`config.mk`:
```
export PLATFORM = sky130hd
export DESIGN_NAME = if_fetch_stage
export DESIGN_NICKNAME = d
export VERILOG_FILES = /design/src/rtl/if_fetch_stage_pkg.sv /design/src/rtl/if_fetch_stage_if_id_reg.sv /design/src/rtl/if_fetch_stage.sv
export SDC_FILE = /design/constraint.sdc
export NUM_CORES = 1
export LEC_CHECK = 0
export BUFFER_PORTS_ARGS = -buffer_cell sky130_fd_sc_hd__buf_2
export CORE_MARGIN = 2
export CORE_UTILIZATION = 35
export CTS_CLUSTER_SIZE = 25
export DETAILED_ROUTE_END_ITERATION = 8
export PLACE_DENSITY_LB_ADDON = 0.2
export SLEW_MARGIN = 0
export SYNTH_ARGS = -nofsm -noshare
export SYNTH_HDL_FRONTEND = slang
export SYNTH_SLANG_ARGS = --single-unit
```
`constraint.sdc`:
```
create_clock -name clk -period 2.3 [get_ports clk]
set_clock_uncertainty 0.05 [all_clocks]
set_input_delay 0.23 -clock clk [delete_from_list [all_inputs] [get_ports clk]]
set_output_delay 0.23 -clock clk [all_outputs]
set_load 0.005 [all_outputs]
```
`src/rtl/if_fetch_stage_pkg.sv`:
```
// Shared fetch-side types and constants: machine width, bubble encoding,
// fetch FSM states and the IF/ID register payload.
package riscv_pkg;

  localparam int unsigned XLEN = 32;
  localparam logic [XLEN-1:0] NOP_INSTR = 32'h0000_0013;

  typedef enum logic [1:0] {
    FETCH,
    WAIT,
    DROP,
    HOLD
  } fetch_state_t;

  typedef struct packed {
    logic            valid;
    logic [XLEN-1:0] pc;
    logic [XLEN-1:0] instr;
  } if_id_t;

endpackage

```
`src/rtl/if_fetch_stage_if_id_reg.sv`:
```
// IF/ID pipeline register: flush beats stall, stall beats load, and an idle
// cycle inserts a bubble while leaving the pc field untouched.
module if_id_reg
  import riscv_pkg::*;
#(
  parameter logic [XLEN-1:0] NOP = NOP_INSTR
) (
  input  logic   clk,
  input  logic   rst_n,
  input  logic   flush,
  input  logic   stall,
  input  logic   load,
  input  if_id_t d,
  output if_id_t q
);

  always_ff @(posedge clk or negedge rst_n) begin
    if (!rst_n) begin
      q.valid <= 1'b0;
      q.pc    <= '0;
      q.instr <= NOP;
    end else if (flush) begin
      q.valid <= 1'b0;
      q.instr <= NOP;
    end else if (stall) begin
      q <= q;
    end else if (load) begin
      q <= d;
    end else begin
      q.valid <= 1'b0;
      q.instr <= NOP;
    end
  end

endmodule

```
`src/rtl/if_fetch_stage.sv`:
```
// Fetch stage: PC, one-at-a-time instruction-memory FSM with a one-entry skid
// buffer for responses that arrive while ID is stalled, feeding the IF/ID register.
module if_fetch_stage
  import riscv_pkg::*;
#(
  parameter int unsigned     XLEN      = riscv_pkg::XLEN,
  parameter logic [XLEN-1:0] RESET_PC  = '0,
  parameter logic [XLEN-1:0] NOP_INSTR = riscv_pkg::NOP_INSTR
) (
  input  logic            clk,
  input  logic            rst_n,
  input  logic            pc_write,
  input  logic            if_id_write,
  input  logic            flush,
  input  logic [XLEN-1:0] redirect_pc,
  output logic            imem_req,
  output logic [XLEN-1:0] imem_addr,
  input  logic            imem_ready,
  input  logic            imem_rvalid,
  input  logic [XLEN-1:0] imem_rdata,
  output logic            id_valid,
  output logic [XLEN-1:0] id_pc,
  output logic [XLEN-1:0] id_pc4,
  output logic [XLEN-1:0] id_instr
);

  localparam logic [XLEN-1:0] ALIGN_MASK = ~XLEN'(3);

  fetch_state_t    state, state_next;
  logic [XLEN-1:0] pc, pc_next;
  logic [XLEN-1:0] skid, skid_next;
  logic [XLEN-1:0] target;
  logic            stall;
  logic            deliver;
  if_id_t          fetched;
  if_id_t          id_q;

  assign stall     = !pc_write || !if_id_write;
  assign target    = redirect_pc & ALIGN_MASK;
  assign imem_addr = pc & ALIGN_MASK;
  assign imem_req  = rst_n && (state == FETCH) && !flush;

  always_ff @(posedge clk or negedge rst_n) begin
    if (!rst_n) begin
      state <= FETCH;
      pc    <= RESET_PC;
      skid  <= '0;
    end else begin
      state <= state_next;
      pc    <= pc_next;
      skid  <= skid_next;
    end
  end

  always_comb begin
    state_next    = state;
    pc_next       = pc;
    skid_next     = skid;
    deliver       = 1'b0;
    fetched.valid = 1'b1;
    fetched.pc    = imem_addr;
    fetched.instr = imem_rdata;
    unique case (state)
      FETCH: begin
        if (flush)           pc_next    = target;
        else if (imem_ready) state_next = WAIT;
      end
      WAIT: begin
        if (flush) begin
          pc_next    = target;
          state_next = imem_rvalid ? FETCH : DROP;
        end else if (imem_rvalid) begin
          if (stall) begin
            skid_next  = imem_rdata;
            state_next = HOLD;
          end else begin
            deliver    = 1'b1;
            pc_next    = imem_addr + XLEN'(4);
            state_next = FETCH;
          end
        end
      end
      // The stale response always ends DROP, even if a new flush lands with it,
      // since no further request can be outstanding.
      DROP: begin
        if (flush)       pc_next    = target;
        if (imem_rvalid) state_next = FETCH;
      end
      HOLD: begin
        fetched.instr = skid;
        if (flush) begin
          pc_next    = target;
          state_next = FETCH;
        end else if (!stall) begin
          deliver    = 1'b1;
          pc_next    = imem_addr + XLEN'(4);
          state_next = FETCH;
        end
      end
      default: state_next = FETCH;
    endcase
  end

  if_id_reg #(
    .NOP(NOP_INSTR)
  ) u_if_id_reg (
    .clk  (clk),
    .rst_n(rst_n),
    .flush(flush),
    .stall(stall),
    .load (deliver),
    .d    (fetched),
    .q    (id_q)
  );

  assign id_valid = id_q.valid;
  assign id_pc    = id_q.pc;
  assign id_instr = id_q.instr;
  assign id_pc4   = id_q.pc + XLEN'(4);

endmodule

```
== Word-level counts from Yosys, hierarchy flattened ==
Index checks and enable logic that the tools add are counted.

* Div/mod/pow operators: 0
* Equal/unequal tests: 10
* Shift-type cells: 0
* Bitwise operators: 2
* Multiply operators: 0
* $lt $le $gt $ge: 0
* Add/sub/neg operators: 2
* Reduce and logical (&&, ||, !) cells: 12
* Multiplexer cells: 28

{| class="wikitable"
|+ Operators with widths
! cell !! number
|-
| 32-bit two-way mux || 9
|-
| 32-bit case mux with 3 select lines || 1
|-
| 65-bit two-way mux || 1
|-
| 32-bit by 3-bit adder with 32-bit output, second input constant || 2
|-
| 2-bit two-way mux || 9
|-
| 2-bit != test, second input constant || 4
|-
| 2-bit case mux with 4 select lines || 1
|-
| 1-bit two-way mux || 6
|-
| 3-bit != test, second input constant || 2
|-
| 5-bit AND reduction || 1
|-
| 2-bit == test, second input constant || 2
|-
| 4-bit AND reduction || 1
|-
| 1-bit zero test || 3
|-
| 3-bit AND reduction || 1
|-
| 2-bit by 1-bit == test with 1-bit output, second input constant || 1
|-
| 1-bit logical AND || 2
|-
| 2-bit zero test || 1
|-
| 2-bit by 1-bit != test with 1-bit output, second input constant || 1
|-
| 1-bit inverter || 2
|-
| 1-bit case mux with 2 select lines || 1
|-
| 2-bit AND reduction || 1
|-
| 2-bit OR reduction || 1
|-
| 1-bit logical OR || 1
|}

* Bits of input ports: 71
* RAM bits: 0
* Register bits after elaboration: 129
* Bits in read-only memories: 0
* Logic and storage cells: 60
* Memories: 0
* Latch bits: 0
* Output and inout port bits: 130

== Depth between registers and ports, before layout ==
* Depth in word-level cells: 9
* Depth in mapped cells: 8

== Modules after synthesis ==
From an unflattened synthesis, not the netlist that was laid out.

* Cells, all modules: 666
* Area, all modules: 7004.2 um^2

{| class="wikitable"
|+ Modules (own cells, without submodules)
! module !! times used !! cells each !! area each (um^2)
|-
| if_fetch_stage || 1 || 452 || 4351.7
|-
| if_id_reg || 1 || 214 || 2652.5
|}

== Worst setup path after synthesis ==
No wires, ideal clock.

* Path type: register to output
* From: register u_if_id_reg.q[43] (netlist bit)
* To: output port id_pc4[31]
* Path slack: 0.312 ns
* Path buffers: 1
* Data required time: 2.020 ns
* Arrival time: 1.708 ns
* Cell stages (with the launch flop): 7
* Path through: dfrtp_1 clkbuf_2 nand4_1 nor4_1 nand4_1 nor3_1 xor2_1

* Longest elaborated chain between the ends: 1

{| class="wikitable"
|+ Ends and longest elaborated chain
! element !! RTL line !! source
|-
| start: declaration || if_fetch_stage_if_id_reg.sv:14 || <nowiki>output if_id_t q</nowiki>
|-
| start signal: assignment || if_fetch_stage_if_id_reg.sv:26 || <nowiki>q <= q;</nowiki>
|-
| 32-bit by 3-bit adder with 32-bit output || if_fetch_stage.sv:119 || <nowiki>assign id_pc4 = id_q.pc + XLEN'(4);</nowiki>
|-
| end: declaration || if_fetch_stage.sv:23 || <nowiki>output logic [XLEN-1:0] id_pc4,</nowiki>
|}

No other way between the ends.

== Final worst setup path ==
* From: register u_if_id_reg.q[46] (netlist bit)
* To: output port id_pc4[31]

The elaborated chain is that of the path after synthesis.

==> flow_summary.json <==
{
  "grt_pass1_wl_mm": 30.1,
  "overflow": 0,
  "met2_length_mm": 8.54,
  "cts_max_level": 4,
  "slew_violations": 0,
  "endpoint": "id_pc4[31]",
  "hp-start": "imem_rdata[14]",
  "ys_ff_latch": 127,
  "grt_max_degree": 128,
  "first_pass_iters": 4,
  "cp_max_fo": 4,
  "ys.warnings.count": 0,
  "status": "finished, violations left",
  "fin_cells": 1167,
  "arrival_ps": 2020,
  "clkLatencyLatePin_ps": 410,
  "rows": 49,
  "drtAntennaViolNets": 0,
  "vias_per_cell": 5.01,
  "violations": "negative setup slack",
  "rrSetupSlack_ps": 300,
  "grt_pass1_vias": 5781,
  "start_util": 0.356,
  "syn_area_um2": 6370,
  "drt-met1-wl_mm": 8.40,
  "cts_tree": "yes",
  "numCtsBuffers": 17,
  "gp_congestion": 0.820,
  "final_nets": 993,
  "dpl.cell_count": 1095,
  "topRoutingLayerUsed": "met4",
  "crit_path_start": "u_if_id_reg.q[46]",
  "drive_gt1_frac": 0.355,
  "wl_mm": 18.7,
  "die_w_um": 139,
  "syn_inst": 679,
  "async_flop_share": 1.00,
  "areaGrowthSynthToFinish_pct": 37.5,
  "synth_edf_count": 0,
  "maxSlewHeadroom": 0.538,
  "post-route-min-period_ps": 2300,
  "worstSetupPathType": "reg2out",
  "wl_met3_mm": 1.46,
  "r2r_cells": 5,
  "leakagePower_nw": 4.33,
  "timing.hold.ws_ps": 17.2,
  "routed-via-count": 5850,
  "cts_sinks": 127,
  "antenna_found_initial": 4,
  "ys_types": 49,
  "dieArea_um2": 19300,
  "hp-class": "in2reg",
  "drc_errors": 0,
  "fmax_mhz": 435,
  "power_density_nw_per_um2": 964,
  "dp_hpwl_mm": 12.9,
  "synth_flop_cell": "dfrtp_1",
  "wl_per_cell_um": 16.0,
  "finalCoreUtilization": 0.490,
  "core-area_um2": 17900,
  "clock_path_buffers": 2,
  "ys_seq_area_frac": 0.499,
  "maxCapViolCount": 0,
  "drt_iter0_drc": 320,
  "startpoint_type": "register",
  "worst_pin_slew_ps": 693,
  "die_h_um": 139,
  "timing.rr.start": "pc[7]",
  "finalHoldViolCount": 0,
  "pre_cts_ws_ps": 138,
  "io_buffers": 192,
  "gr-usage-all-layers": 0.194,
  "r2r_end": "pc[30]",
  "crit_required_ps": 2020,
  "ir_worst_vdd_mv": 0.463,
  "syn_area_per_cell_um2": 9.39,
  "io_pins": 201,
  "cts_root_buffer": "clkbuf_16",
  "setup_viol": 1,
  "endpoint_kind": "primary output",
  "fin_crit_sh": 1.00,
  "clk_pin_slew_ps": 50,
  "rsz0062_at_grt": "true",
  "fin_ws_ps": -0.886
}
-- layout by cell type, fill, tap and decap left out, types with 4 or more instances in the layout --
cell	n
inv_1	5
conb_1	6
nor2_1	36
clkbuf_16	17
dlygate4sd3_1	19
nand4_1	19
mux2i_1	33
xnor2_1	23
o22ai_1	6
dfrtp_1	121
buf_4	47
nor4_1	4
nor3_1	10
and3_1	8
o21ai_0	49
o22a_1	4
buf_2	191
a21oi_1	28
xor2_1	9
nand2_1	159
diode_2	5
mux2_2	32
bufinv_16	4
nand3_1	28
-- worst max-delay path, stage by stage (launching register included) --
cell,delay [ps]
dfrtp_1,350
nand4_1,140
nor4_2,300
buf_4,170
nand4_1,100
buf_6,160
nor3_2,110
xor2_1,150
buf_2,120
-- state kept, by name, indices dropped and copies added (netlist names) --
signal	cells
skid	32
u_if_id_reg.q	63
pc	30
state	2
-- cells in the mapped netlist (4+ instances only) --
| master | instances | area, um2 |
|---|---|---|
| mux2i_1 | 33 | 330 |
| o22a_1 | 4 | 35.0 |
| a21oi_1 | 30 | 150 |
| buf_1 | 6 | 22.5 |
| nand2_1 | 161 | 604 |
| mux2_2 | 32 | 360 |
| nor4_1 | 5 | 31.3 |
| nand4_1 | 19 | 119 |
| buf_2 | 5 | 25.0 |
| dfrtp_1 | 124 | 3100 |
| xnor2_1 | 24 | 210 |
| nor2_1 | 39 | 146 |
| o22ai_1 | 6 | 37.5 |
| buf_4 | 6 | 45.0 |
| clkbuf_1 | 26 | 97.6 |
| o21ai_0 | 49 | 245 |
| and3_1 | 11 | 68.8 |
| nor3_1 | 11 | 55.1 |
| inv_1 | 5 | 18.8 |
| xor2_1 | 9 | 78.8 |
| nand3_1 | 28 | 140 |
-- worst min path at each step --
| stage | slack [ps] | end | cells after the start |
|---|---|---|---|
| 3_5_place_dp | 350 | u_if_id_reg.q[20] | 2 |
| 6_report | 20 | skid[14] | 2 |
| 4_1_cts | 0.03 | skid[8] | 2 |
| 5_1_grt | 4 | skid[24] | 2 |
| 2_1_floorplan | -120 | pc[10] | 0 |
| 3_3_place_gp | 360 | skid[21] | 2 |
-- where the power goes --
part	internal, mW	total [mW]	switching [mW]
clock	1.87	2.85	0.980
sequential	2.85	3.38	0.537
combinational	1.20	2.22	1.02
-- per-stage QoR --
stage	setup TNS [ps]	power, mW	instance area (um2)
2_1_floorplan	0	4.46	6390
3_3_place_gp	0	5.45	7750
3_5_place_dp	0	5.49	7750
4_1_cts	-215	8.50	8690
5_1_grt	-906	8.96	8760
6_report	-0.886	8.45	8770
-- cell type report --
type,count,area [um2]
fill,1730,9140
clock buffer,22,464
tap,229,287
inverter,5,18.8
sequential,127,3190
timing repair buffer,261,1560
antenna,5,12.5
multi-input combinational,508,3080
clock inverter,10,163
-- layer usage --
layer	GRT usage	vias to the layer above
met1	0.248	2799
met4	0.0723	0
met5	0	-
met2	0.308	184
met3	0.0618	22
li1	-	2845
-- cell families after synthesis --
group / after synthesis / synth area share
XOR/XNOR: 33 / 0.0453
flip-flops: 127 / 0.499
adder cells (fa/ha/maj): 2 / 0.00392
AO/OA/AOI/OAI: 112 / 0.103
other: 1 / 0.000588
multiplexers: 66 / 0.110
AND/OR/NAND/NOR: 289 / 0.204
buffers and inverters: 49 / 0.0336
-- timing repair --
item | CTS | global route
setup buffers | 9 | 7
pin swaps | 3 | 4
cloned | 0 | 0
setup endpoints to repair | 17 | 15
resized for setup | 15 | 4
hold endpoints to repair | 142 | 0
hold buffers | 19 | 0
No activity file was read; power rests on OpenSTA's default activity.
